**src/rtl/srff_bank.sv**
```systemverilog
// srff_bank: WIDTH independent flip-flops sharing clock, async reset and a
// run-time selectable mode (SR, JK, D, T). SR-illegal inputs (S=R=1) hold
// state and raise a sticky per-channel error flag. All outputs are registered;
// qb is registered next to q rather than derived from it combinationally.
module srff_bank #(
    parameter int                 WIDTH     = 8,
    parameter logic [WIDTH-1:0]   RESET_VAL = {WIDTH{1'b0}}
) (
    input  logic             clk,
    input  logic             rst_n,
    input  logic             en,
    input  logic [1:0]       mode,
    input  logic [WIDTH-1:0] a,
    input  logic [WIDTH-1:0] b,
    input  logic             err_clr,
    output logic [WIDTH-1:0] q,
    output logic [WIDTH-1:0] qb,
    output logic [WIDTH-1:0] err,
    output logic             chg
);

    localparam logic [1:0] MODE_SR = 2'b00;
    localparam logic [1:0] MODE_JK = 2'b01;
    localparam logic [1:0] MODE_D  = 2'b10;
    localparam logic [1:0] MODE_T  = 2'b11;

    // Next state of one channel given the mode, its two inputs and current q.
    function automatic logic ff_next(
        input logic [1:0] m,
        input logic       x,
        input logic       y,
        input logic       cur
    );
        logic nxt;
        case (m)
            MODE_SR: begin
                case ({x, y})
                    2'b01:   nxt = 1'b0;
                    2'b10:   nxt = 1'b1;
                    default: nxt = cur;   // 00 hold, 11 illegal -> hold
                endcase
            end
            MODE_JK: begin
                case ({x, y})
                    2'b01:   nxt = 1'b0;
                    2'b10:   nxt = 1'b1;
                    2'b11:   nxt = ~cur;
                    default: nxt = cur;
                endcase
            end
            MODE_D:  nxt = x;
            MODE_T:  nxt = x ? ~cur : cur;
            default: nxt = cur;
        endcase
        return nxt;
    endfunction

    logic [WIDTH-1:0] q_r;
    logic [WIDTH-1:0] qb_r;
    logic [WIDTH-1:0] err_r;
    logic             chg_r;

    logic [WIDTH-1:0] q_next_s;
    logic [WIDTH-1:0] illegal_s;
    logic [WIDTH-1:0] err_next_s;
    logic             chg_next_s;

    // Compute next q, new SR-illegal events, next err and next change pulse.
    always_comb begin
        q_next_s  = q_r;
        illegal_s = {WIDTH{1'b0}};
        if (en) begin
            for (int i = 0; i < WIDTH; i++) begin
                q_next_s[i] = ff_next(mode, a[i], b[i], q_r[i]);
            end
            if (mode == MODE_SR) begin
                illegal_s = a & b;
            end else begin
                illegal_s = {WIDTH{1'b0}};
            end
        end else begin
            q_next_s  = q_r;
            illegal_s = {WIDTH{1'b0}};
        end
        // Clear first, then OR in new events so a same-edge set wins.
        err_next_s = (err_r & ~{WIDTH{err_clr}}) | illegal_s;
        chg_next_s = en & (q_next_s != q_r);
    end

    // State registers; asynchronous reset overrides any same-edge update.
    always_ff @(posedge clk or negedge rst_n) begin
        if (!rst_n) begin
            q_r   <= RESET_VAL;
            qb_r  <= ~RESET_VAL;
            err_r <= {WIDTH{1'b0}};
            chg_r <= 1'b0;
        end else begin
            q_r   <= q_next_s;
            qb_r  <= ~q_next_s;
            err_r <= err_next_s;
            chg_r <= chg_next_s;
        end
    end

    assign q   = q_r;
    assign qb  = qb_r;
    assign err = err_r;
    assign chg = chg_r;

endmodule

```
**config.mk**
```make
export PLATFORM = sky130hd
export DESIGN_NAME = srff_bank
export DESIGN_NICKNAME = d
export VERILOG_FILES = /design/src/rtl/srff_bank.sv
export SDC_FILE = /design/constraint.sdc
export NUM_CORES = 1
export LEC_CHECK = 0
export BUFFER_PORTS_ARGS = -buffer_cell sky130_fd_sc_hd__buf_2
export CELL_PAD_IN_SITES_DETAIL_PLACEMENT = 1
export CELL_PAD_IN_SITES_GLOBAL_PLACEMENT = 1
export CORE_ASPECT_RATIO = 1.4
export CORE_MARGIN = 2
export CORE_UTILIZATION = 41
export DETAILED_ROUTE_END_ITERATION = 7
export GPL_TIMING_DRIVEN = 0
export PLACE_DENSITY = 0.87
export SETUP_SLACK_MARGIN = 0.4
export SYNTH_ARGS = -nofsm -noshare
export SYNTH_HDL_FRONTEND = slang
export SYNTH_SLANG_ARGS = --single-unit
```
**constraint.sdc**
```tcl
create_clock -name clk -period 4 [get_ports clk]
set_input_delay 0.6 -clock clk [delete_from_list [all_inputs] [get_ports clk]]
set_output_delay 0.6 -clock clk [all_outputs]
set_load 0.005 [all_outputs]
```
==> results.yml, run 1 <==
sta:
  setup_violations: 0
  max_slew.worst_pin.slew_ns: 0.562
  fmax_ghz: 0.421
  rsz0062_at_grt: "false"
  fin_setup_tns_ns: 0
  timing_hold_violations_final: 0
  skew_ns: 0.00222
  fin_crit_ns: 2.38
  slew-limit-headroom_pct: 62.5
  post-route-period-util_pct: 59.4
  drv_slew: 0
yosys:
  synth_top_family_by_area: "simple AND/OR/NAND/NOR gates"
  synthTopCellsByArea: "dfrtp_1, dfstp_2, ha_1, nand2_1, inv_1"
  syn-instance-count: 219
  synth_seq_cells: 25
  synth_cell_types: 40
  synth_area_um2: 1800
  async_reset_ff_share_pct: 100
  avgSynthCellArea_um2: 8.22
  synth-compound-area-share_pct: 19.2
  yosysTopAreaCellShare_pct: 23.6
  synth_top_flop_cell: "dfrtp_1"
  muxShareOfSynthArea_pct: 0
  ys_warn_count: 0
  mappedNetlistNets: 257
  synth_top_area_cell: "dfrtp_1"
  synth_edf_count: 0
  yosysSeqAreaShare_pct: 35.3
  synthAdderAreaFrac_pct: 11.1
  synth-xor-area-share_pct: 0
  synth_simple_gate_area_share_pct: 24.8
run:
  maxCapViolCount: 0
critical_path:
  path_cells: "buf_2, buf_2, buf_6, nor2_2, o21ai_0, a32o_1, o31ai_1, or4b_1"
  crit_buf_inv: 3
  critPathSlowestCell: "or4b_1"
  cpLargestDelayFamily: "simple AND/OR/NAND/NOR gates"
  crit_path_frequent_cell: "buf_2"
  worst_setup_path_start_kind: "input pin"
  ff2ff_setup_slack_ns: 1.91
  rr_worst_depth: 6
  cp_max_fo: 10
  crit_arrival_ns: 2.53
  critPathMaxStageDelay_ns: 0.50
  critPathKind: "in2reg"
  required_ns: 4.15
  end_kind: "flip-flop"
  cp_num_cells: 8
drt:
  vias: 1771
  viasPerCell: 5.40
  drc: 0
  dr.pass1.iters: 4
  drt_iter0_drc: 61
  antenna_left: 0
  wirelength_um: 4840
  routedWlPerCell_um: 14.8
floorplanning:
  initial_core_util_pct: 42.4
  dieArea_um2: 4940
  die_x_um: 60.0
  die_h_um: 82.4
  core_area_um2: 4240
  io_pins: 47
  num_rows: 28
final_layout:
  drive_above_1_share_pct: 24.6
  syn_to_final_growth_pct: 19.3
  final_common_cell: "buf_2"
  num-nets-final: 307
  design_area_um2: 2150
  mostFrequentLayoutCells: "buf_2, nand2_1, inv_1"
  num_antenna_cells: 0
  stdcell_count: 328
clock_tree:
  hold_buffers: 0
  cts_sinks: 25
  root_buffer: "clkbuf_8"
  cts_inserted_buffers: 3
  post_cts_resized: 0
  clock_latency_ns: 0.28
  clockBufferDepth: 2
  cts_tree: "done"
  clk_pin_slew_ns: 0.09
  post-cts-setup-buffers: 0
  htreeDepth: 1
global_route:
  grt_pass1_vias: 1854
  grt_max_degree: 26
  track_usage_pct: 21.7
  grt_overflow: 0
  grt_antenna_before_repair: 0
  grt_pass1_wl_um: 8240
worst_hold_path:
  hp-class: "in2async"
placed_design:
  dp_hpwl_um: 3740
  io_buffers: 45
  placed_cell_area_um2: 2100
  gp_congestion: 0.905
  dp.cells: 324
power:
  switching_share_pct: 34.0
  internal_power_mw: 0.476
  p_comb_share_pct: 30.9
  p_sw_mw: 0.246
  power_leakage_nw: 1.08
  power_mw: 0.722
  max-vdd-ir-drop_mv: 0.171
  power_frac_clock_pct: 21.8
  p_seq_share_pct: 47.4
  power_density_nw_per_um2: 336
outcome:
  status: "completed"
## worst register-to-register path: stages, from the launching register on
cell	delay [ns]
dfrtp_1	0.46
nand3b_1	0.12
o21ai_1	0.08
a221o_1	0.39
a22oi_1	0.21
nand4b_1	0.14
or4b_1	0.56
## registers in the layout (all words and copies together), names as in the netlist
| register | count |
|---|---|
| err | 8 |
| q | 8 |
| qb | 8 |
| chg | 1 |
## synthesized netlist by cell type (2+ instances only)
cell,n
a21o_1,3
a221o_1,3
a22oi_1,6
a32o_1,2
and3b_1,2
buf_2,5
buf_6,2
dfrtp_1,17
dfstp_2,8
ha_1,16
inv_1,29
nand2_1,43
nand2b_1,6
nand3_1,4
nand3b_1,9
nand4_1,4
nor2_1,6
nor2b_1,4
nor3b_1,3
o211ai_1,2
o21ai_0,18
o21ai_1,4
o22ai_1,6
## power by group through the flow
stage / logic, mW / clock network (mW) / registers (mW)
after floorplan: 0.124 / 0 / 0.345
after CTS: 0.226 / 0.160 / 0.342
after detailed placement: 0.223 / 0 / 0.347
final: 0.223 / 0.157 / 0.342
after global placement: 0.216 / 0 / 0.344
after global routing: 0.253 / 0.172 / 0.349
## area by class of cell
type	count	area, um2
clock buffer	3	41.3
multi-input combinational	155	992
clock inverter	1	5.00
tap	60	75.1
timing repair buffer	45	225
fill	535	2090
buffer	10	62.6
sequential	25	636
inverter	29	109
## logic make-up (layout without fill, tap and decap cells)
family / Yosys count / count (layout)
AO/OA/AOI/OAI: 52 / 52
adder cells (fa/ha/maj): 16 / 16
buffers and inverters: 39 / 88
flip-flops: 25 / 25
AND/OR/NAND/NOR: 87 / 87
## layer usage
metal	track usage, %	share of wire [%]	up-vias
li1	-	-	853
met1	25.0	42	879
met2	40.0	54	34
met3	1.40	2.8	5
met4	9.78	1.6	0
met5	0	0	-
## stage by stage
stage          util [%]  hold WS [ns]  setup slack (ns)
3_3_place_gp       49.5         0.505              1.43
3_5_place_dp       49.5         0.510              1.35
4_1_cts            50.6         0.333              1.64
5_1_grt            50.6         0.329              1.55
6_report           50.6         0.298              1.62
2_1_floorplan         -         0.304              1.76
## path summary, 6_finish.rpt
check                         from  endpoint
setup / recovery           mode[0]       chg
min in group clk            err[5]    err[5]
hold / removal               rst_n      q[2]
max in group asynchronous    rst_n     qb[3]
setup reg to reg              q[2]       chg
hold reg to reg             err[5]    err[5]
(Power assumes the default switching activity.)
==> run 2, diff against run 1 <==
--- a/config.mk
+++ b/config.mk
@@ -5,15 +5,16 @@
 export SDC_FILE = /design/constraint.sdc
 export NUM_CORES = 1
 export LEC_CHECK = 0
+export ABC_AREA = 1
 export BUFFER_PORTS_ARGS = -buffer_cell sky130_fd_sc_hd__buf_2
 export CELL_PAD_IN_SITES_DETAIL_PLACEMENT = 1
 export CELL_PAD_IN_SITES_GLOBAL_PLACEMENT = 1
 export CORE_ASPECT_RATIO = 1.4
 export CORE_MARGIN = 2
-export CORE_UTILIZATION = 41
+export CORE_UTILIZATION = 34
 export DETAILED_ROUTE_END_ITERATION = 7
 export GPL_TIMING_DRIVEN = 0
-export PLACE_DENSITY = 0.87
+export PLACE_DENSITY = 0.8
 export SETUP_SLACK_MARGIN = 0.4
 export SYNTH_ARGS = -nofsm -noshare
 export SYNTH_HDL_FRONTEND = slang
==> constraint.sdc (replaced) <==
create_clock -name clk -period 2 [get_ports clk]
set_input_delay 0.3 -clock clk [delete_from_list [all_inputs] [get_ports clk]]
set_output_delay 0.3 -clock clk [all_outputs]
set_load 0.005 [all_outputs]
==> results.yml, run 2 <==
outcome:
  status: "completed"
critical_path:
  crit_buf_inv: 2
  required_ns: 2.17
  critPathKind: "reg2reg"
  cp_max_fo: 5
  path_cells: "inv_2, nand2_1, nand3_1, nand2_1, nor2_2, nand2_1, nand3_1, nand2_1, inv_1, nand2_1, nor2_2, nand2_1"
  end_kind: "flip-flop"
  critPathSlowestCell: "dfrtp_2"
  cpLargestDelayFamily: "simple AND/OR/NAND/NOR gates"
  crit_arrival_ns: 1.67
  critPathMaxStageDelay_ns: 0.45
  crit_path_frequent_cell: "nand2_1"
  worst_setup_path_start_kind: "flip-flop"
sta:
  max_slew.worst_pin.slew_ns: 0.568
  rsz0062_at_grt: "false"
  fin_setup_tns_ns: 0
  drv_slew: 0
  fmax_ghz: 0.666
  fin_crit_ns: 1.50
  slew-limit-headroom_pct: 62.2
  timing_hold_violations_final: 0
  post-route-period-util_pct: 75.1
  skew_ns: 0.00363
  setup_violations: 0
power:
  power_leakage_nw: 1.27
  power_density_nw_per_um2: 640
  p_sw_mw: 0.487
  power_frac_clock_pct: 22.6
  internal_power_mw: 0.913
  max-vdd-ir-drop_mv: 0.262
  p_comb_share_pct: 31.2
  p_seq_share_pct: 46.2
  switching_share_pct: 34.8
yosys:
  synth_commonest_cells: "nand2_1, inv_1, nand3_1"
  syn-instance-count: 254
  avgSynthCellArea_um2: 7.12
  yosysSeqAreaShare_pct: 35.1
  synth_seq_cells: 25
  synthTopCellsByArea: "dfrtp_1, nand2_1, dfstp_2, ha_1, inv_1"
  yosysTopAreaCellShare_pct: 23.5
  synth_cell_types: 23
  synth_top_area_cell: "dfrtp_1"
  synth_edf_count: 0
  synth_most_common_cell: "nand2_1"
  async_reset_ff_share_pct: 100
  mappedNetlistNets: 292
  ys_warn_count: 0
  synth_area_um2: 1810
  synth_top_flop_cell: "dfrtp_1"
final_layout:
  design_area_um2: 2190
  num_antenna_cells: 0
  final_common_cell: "nand2_1"
  num-nets-final: 344
  drive_above_1_share_pct: 26.9
  nFillCells: 678
  syn_to_final_growth_pct: 20.9
  mostFrequentLayoutCells: "nand2_1, inv_1, buf_2"
clock_tree:
  hold_buffers: 0
  clock_latency_ns: 0.28
  clockBufferDepth: 2
  htreeDepth: 1
  clk_pin_slew_ns: 0.10
  root_buffer: "clkbuf_8"
  cts_tree: "done"
  cts_inserted_buffers: 3
  cts_sinks: 25
drt:
  routedWlPerCell_um: 13.1
  drt_iter0_drc: 29
  vias: 1776
  antenna_left: 0
  viasPerCell: 4.79
  wirelength_um: 4860
  drc: 0
  dr.pass1.iters: 4
global_route:
  grt_pass1_wl_um: 8200
  grt_overflow: 0
  grt_antenna_before_repair: 0
  grt_max_degree: 26
  grt_pass1_vias: 1815
  track_usage_pct: 17.4
placed_design:
  dp_hpwl_um: 3950
  gp_congestion: 0.810
  placed_cell_area_um2: 2110
  io_buffers: 44
floorplanning:
  die_x_um: 65.7
  dieArea_um2: 5930
  num_rows: 31
  io_pins: 47
  die_h_um: 90.3
  initial_core_util_pct: 35.1
  core_area_um2: 5160
worst_hold_path:
  hp-class: "in2async"
run:
  maxCapViolCount: 0
run 2: worst register-to-register path: cells and delay by family, from the launching register on:
| family | cells | cell delay [ns] |
|---|---|---|
| buffers and inverters | 2 | 0.12 |
| DFF | 1 | 0.45 |
| and+or+nand+nor | 10 | 0.82 |
run 2: power by group through the flow:
stage	Clock, mW	Combinational, mW	Sequential, mW
floorplan	0	0.241	0.656
global placement	0	0.408	0.652
detailed placement	0	0.427	0.655
CTS	0.322	0.430	0.646
global route	0.348	0.506	0.656
finish	0.316	0.437	0.647
run 2: kinds of logic (layout without fill, tap and decap cells):
logic type               Yosys count  after routing  share of synthesized area, %
flip-flops                        25             25                          35.1
AND/OR/NAND/NOR                  138            138                          34.6
adder cells (fa/ha/maj)           16             16                          11.1
buffers and inverters             58            109                          14.4
AO/OA/AOI/OAI                     17             17                          4.84
run 2: per-stage QoR:
step	power [mW]	hold slack (ns)	util, %	cells	worst slack [ns]
after detailed placement	1.08	0.336	40.9	364	0.340
after floorplan	0.897	0.00441	-	254	0.655
after CTS	1.40	0.0391	41.8	368	0.457
after global routing	1.51	0.0537	42.4	371	0.343
after global placement	1.06	0.321	40.9	364	0.377
final	1.40	0.00656	42.4	371	0.498
run 2: cell type report:
cell class / instances / area, um2 / share of cell area, %
Multi-Input combinational cell: 171 / 918 / 42.0
Sequential cell: 25 / 637 / 29.1
Timing Repair Buffer: 47 / 243 / 11.1
Inverter: 52 / 203 / 9.27
Tap cell: 66 / 82.6 / 3.78
Buffer: 6 / 57.6 / 2.63
Clock buffer: 3 / 41.3 / 1.89
Clock inverter: 1 / 5.00 / 0.229
run 2: path summary, 6_finish.rpt:
kind                       cells after the start    start  slack [ns]  endpoint
setup / recovery                              12     q[6]        0.50       chg
hold / removal                                 1    rst_n       0.007      q[1]
setup reg to reg                              12     q[6]        0.50       chg
hold reg to reg                                2   err[7]        0.52    err[7]
max in group asynchronous                      1    rst_n        1.59      q[6]
min in group clk                               2  err_clr        0.31    err[5]
run 2: per-layer routing:
metal  routed length, um  vias to the layer above  global-route usage [%]
met4                 110                        0                    6.42
li1                    -                      877                       -
met1                1940                      860                    19.3
met5                   0                        -                       0
met3                 122                        8                    1.37
met2                2680                       31                    32.9
run 2: timing repair:
action | 4_1_cts | 5_1_grt
resized for setup | 0 | 4
setup buffers | 0 | 3
endpoints found under the setup margin | 0 | 1
